## config.mk

```make
export PLATFORM = sky130hd
export DESIGN_NAME = seven_seg
export DESIGN_NICKNAME = d
export VERILOG_FILES = /design/src/rtl/seven_seg_pkg.sv /design/src/rtl/seven_seg_decode.sv /design/src/rtl/seven_seg.sv
export SDC_FILE = /design/constraint.sdc
export NUM_CORES = 1
export LEC_CHECK = 0
export ABC_CLOCK_PERIOD_IN_PS = 800
export CAP_MARGIN = 20
export CORE_AREA = 2 2 39 41
export CTS_BUF_LIST = sky130_fd_sc_hd__clkbuf_2 sky130_fd_sc_hd__clkbuf_4 sky130_fd_sc_hd__clkbuf_8
export CTS_CLUSTER_SIZE = 10
export DETAILED_ROUTE_END_ITERATION = 7
export DIE_AREA = 0 0 41 43
export GPL_TIMING_DRIVEN = 0
export HOLD_SLACK_MARGIN = 0.02
export SKIP_LAST_GASP = 1
export SLEW_MARGIN = 10
export SYNTH_ARGS = -nofsm -noshare
export SYNTH_HDL_FRONTEND = slang
export SYNTH_SLANG_ARGS = --single-unit
```

## constraint.sdc

```tcl
create_clock -name clk -period 0.8 [get_ports clk]
set_input_delay 0.16 -clock clk [delete_from_list [all_inputs] [get_ports clk]]
set_output_delay 0.16 -clock clk [all_outputs]
set_load 0.1 [all_outputs]
```

## src/rtl/seven_seg_pkg.sv

```systemverilog
// Shared segment types and glyph constants for the seven_seg display driver.
// Bit order is a..g from bit 6 down to bit 0, with 1 meaning lit.
package seven_seg_pkg;

  typedef logic [6:0] seg_t;

  localparam seg_t SEG_BLANK = 7'b0000000;
  localparam seg_t SEG_ALL   = 7'b1111111;

  localparam seg_t SEG_0 = 7'b1111110;
  localparam seg_t SEG_1 = 7'b0110000;
  localparam seg_t SEG_2 = 7'b1101101;
  localparam seg_t SEG_3 = 7'b1111001;
  localparam seg_t SEG_4 = 7'b0110011;
  localparam seg_t SEG_5 = 7'b1011011;
  localparam seg_t SEG_6 = 7'b1011111;
  localparam seg_t SEG_7 = 7'b1110000;
  localparam seg_t SEG_8 = 7'b1111111;
  localparam seg_t SEG_9 = 7'b1110011;

  localparam seg_t SEG_A = 7'b1110111;
  localparam seg_t SEG_B = 7'b0011111;
  localparam seg_t SEG_C = 7'b1001110;
  localparam seg_t SEG_D = 7'b0111101;
  localparam seg_t SEG_E = 7'b1001111;
  localparam seg_t SEG_F = 7'b1000111;

endpackage

```

## src/rtl/seven_seg_decode.sv

```systemverilog
// Combinational 4-bit code to segment pattern lookup.
// Codes 10-15 show hex glyphs only when SEVEN_SEG_HEX_EN is defined, else blank.
module seven_seg_decode
  import seven_seg_pkg::*;
(
  input  logic [3:0] i_code,
  output logic [6:0] o_seg
);

  always_comb begin
    o_seg = SEG_BLANK;
    case (i_code)
      4'd0:    o_seg = SEG_0;
      4'd1:    o_seg = SEG_1;
      4'd2:    o_seg = SEG_2;
      4'd3:    o_seg = SEG_3;
      4'd4:    o_seg = SEG_4;
      4'd5:    o_seg = SEG_5;
      4'd6:    o_seg = SEG_6;
      4'd7:    o_seg = SEG_7;
      4'd8:    o_seg = SEG_8;
      4'd9:    o_seg = SEG_9;
`ifdef SEVEN_SEG_HEX_EN
      4'd10:   o_seg = SEG_A;
      4'd11:   o_seg = SEG_B;
      4'd12:   o_seg = SEG_C;
      4'd13:   o_seg = SEG_D;
      4'd14:   o_seg = SEG_E;
      4'd15:   o_seg = SEG_F;
`endif
      // Unknown or unsupported codes fall back to blank so no X reaches the pads.
      default: o_seg = SEG_BLANK;
    endcase
  end

endmodule

```

## src/rtl/seven_seg.sv

```systemverilog
// Registered seven-segment driver: priority override, polarity, output flop.
// Optional hex glyphs for codes 10-15 are enabled by the SEVEN_SEG_HEX_EN macro.
module seven_seg
  import seven_seg_pkg::*;
#(
  parameter bit ACTIVE_LOW = 1'b0
) (
  input  logic       clk,
  input  logic       rst,
  input  logic [3:0] data,
  input  logic       blank,
  input  logic       lamp_test,
  output logic [6:0] segments
);

  localparam seg_t RESET_VAL = ACTIVE_LOW ? SEG_ALL : SEG_BLANK;

  logic [6:0] w_decoded;
  logic [6:0] w_selected;
  logic [6:0] w_polar;
  logic [6:0] r_segments;

  seven_seg_decode u_decode (
    .i_code (data),
    .o_seg  (w_decoded)
  );

  // lamp_test outranks blank so a lamp check works even on a blanked digit.
  always_comb begin
    w_selected = w_decoded;
    if (lamp_test)  w_selected = SEG_ALL;
    else if (blank) w_selected = SEG_BLANK;
  end

  assign w_polar = ACTIVE_LOW ? ~w_selected : w_selected;

  always_ff @(posedge clk or posedge rst) begin
    if (rst) r_segments <= RESET_VAL;
    else     r_segments <= w_polar;
  end

  assign segments = r_segments;

endmodule

```

==> flow_summary.json <==
{
  "hold_viol_final": 0,
  "rows": 14,
  "setup_viol": 7,
  "start_util_pct": 29.8,
  "max-cap-violations": 0,
  "power_density_nw_per_um2": 1610,
  "clockBufferDepth": 2,
  "required_ns": 0.64,
  "leakage_nw": 0.338,
  "syn_inst": 39,
  "yosys_warnings": 0,
  "fin_tns_setup_ns": -1.70,
  "die_area_um2": 1760,
  "cts_tree": "built",
  "ios": 15,
  "period_minus_slack_ns": 1.06,
  "gp_congestion": 0.782,
  "overflow": 0,
  "grt_max_degree": 10,
  "setup_ws_ns": -0.257,
  "crit_type": "reg2out",
  "cp.arrival_ns": 0.90,
  "htree_levels": 1,
  "vias": 332,
  "hpwl_um": 558,
  "crit_path_start_kind": "register",
  "diodes": 0,
  "drt-total-wl_um": 768,
  "cp_slowest_cell": "dfrtp_4",
  "yosysTopAreaCell": "dfrtp_1",
  "syn_avg_cell_area_um2": 10.6,
  "grt_setup_unrepaired": "true",
  "yosysTopAreaCellShare_pct": 42.4,
  "grt_pass1_vias": 334,
  "grt_pass1_wl_um": 1230,
  "endpoint_kind": "output pin",
  "cts_sinks": 7,
  "worstPathCellList": "buf_12",
  "drive_gt1_share_pct": 59.3,
  "ys_types": 22,
  "ys_ff_latch": 7,
  "drtIter0Drc": 1,
  "ant_nets": 0,
  "clkTransAtPathRegs_ns": 0.05,
  "core_area_um2": 1380,
  "io_buffers": 13,
  "cpLargestDelayFamily": "flip-flops",
  "drv_slew": 0,
  "max-vdd-ir-drop_uv": 545,
  "failed_checks": "setup timing",
  "largest_reg_flops": 7,
  "worst_slew_pin_slew_ns": 0.260,
  "die_h_um": 43,
  "via_per_inst": 4.43,
  "power_mw": 1.26,
  "cts_buffers": 3,
  "max_freq_mhz": 946,
  "synth.cell_area_um2": 413,
  "clockRootBuffer": "clkbuf_4",
  "critPathMaxStageDelay_ns": 0.48,
  "hold_buffers": 0,
  "area_delta_synth_final_pct": 89.7,
  "n_fill_cell": 127,
  "antenna_found_initial": 0,
  "relSlewSlack_pct": 82.6,
  "outcome": "finished with violations",
  "syn_nets": 52,
  "grt_use_total_pct": 10.3,
  "die_w_um": 41,
  "seq_area_frac_synth_pct": 42.4,
  "drc_errors": 0,
  "min_period_over_period_pct": 132,
  "nets": 73,
  "synth_area_leaders": "dfrtp_1 (42%), ha_1 (15%), o21ai_1 (3.6%)",
  "drtPass1Iterations": 2,
  "cp.depth": 1,
  "worstHoldPathType": "in2async",
  "cp_num_buf_inv": 1,
  "crit_fanout": 1,
  "routedWlPerCell_um": 10.2
}
-- cell usage after synthesis --
master / n
dfrtp_1: 7
ha_1: 5
inv_1: 4
o21ai_1: 3
nand2_1: 2
nor2_1: 2
a211o_1: 1
a21oi_1: 1
a21oi_2: 1
a221o_1: 1
and2b_4: 1
buf_6: 1
mux2_4: 1
nand2_2: 1
nand3b_1: 1
nor2b_1: 1
nor2b_2: 1
nor3_1: 1
o21ai_0: 1
o21ai_2: 1
o21bai_1: 1
or2_1: 1
-- metrics by stage --
step / utilization [%] / instances / worst slack (ns) / area, um2 / hold WS (ns)
2_1_floorplan: - / 39 / -0.119 / 464 / -0.0365
3_3_place_gp: 44.4 / 68 / -0.923 / 614 / 0.398
3_5_place_dp: 44.4 / 68 / -0.923 / 614 / 0.404
4_1_cts: 52.5 / 73 / -0.254 / 727 / 0.148
5_1_grt: 56.6 / 75 / -0.275 / 783 / 0.170
6_report: 56.6 / 75 / -0.257 / 783 / 0.138
-- final cells by class --
type                       instances  area (um2)  share of cell area, %
buffer                             1        11.3                   1.44
clock buffer                       4        30.0                   3.83
tap                               16        20.0                   2.56
sequential                         7         199                   25.4
inverter                           4        32.5                   4.15
multi-input combinational         27         251                   32.1
timing repair buffer              16         239                   30.5
-- worst max path at each step --
stage / start / end
floorplan: data[1] / segments[3]
global placement: data[1] / segments[3]
detailed placement: data[1] / segments[3]
CTS: segments[3] / segments[3]
global route: segments[6] / segments[6]
finish: segments[3] / segments[3]
-- routing by layer --
layer | track usage, % | share of wire (%) | wire length, um
met5 | 0 | 0 | 0
met4 | 10.0 | 2.2 | 17
met3 | 1.57 | 5.9 | 45
met2 | 16.6 | 56 | 433
met1 | 10.3 | 35 | 271
-- report_power, final --
group / internal [mW] / switching, mW
combinational: 0.202 / 0.296
sequential: 0.396 / 0.0209
clock: 0.224 / 0.123
-- placed cells by master (no fill, tap or decap), drive strengths merged, types with 2 or more instances in the layout --
cell,count
ha,5
a21oi,2
nand2,3
buf,13
dfrtp,7
o21ai,5
nor2,2
clkbuf,4
dlygate4sd2,2
nor2b,2
inv,4
-- logic make-up (layout without fill, tap and decap cells) --
logic type      after synthesis  in the layout  share of synthesized area (%)
compound gates               10             10                           16.7
fa+ha+maj                     5              5                           15.2
buf+inv                       5             25                           6.36
flops                         7              7                           42.4
mux                           1              1                           3.64
simple gates                 11             11                           15.8
-- timing repair --
| action | in CTS | in global routing |
|---|---|---|
| pin swaps | 1 | 4 |
| gates resized for setup | 81 | 9 |
| endpoints found under the setup margin | 14 | 12 |
| buffers inserted | 1 | 2 |
No activity file was read; power rests on OpenSTA's default activity.
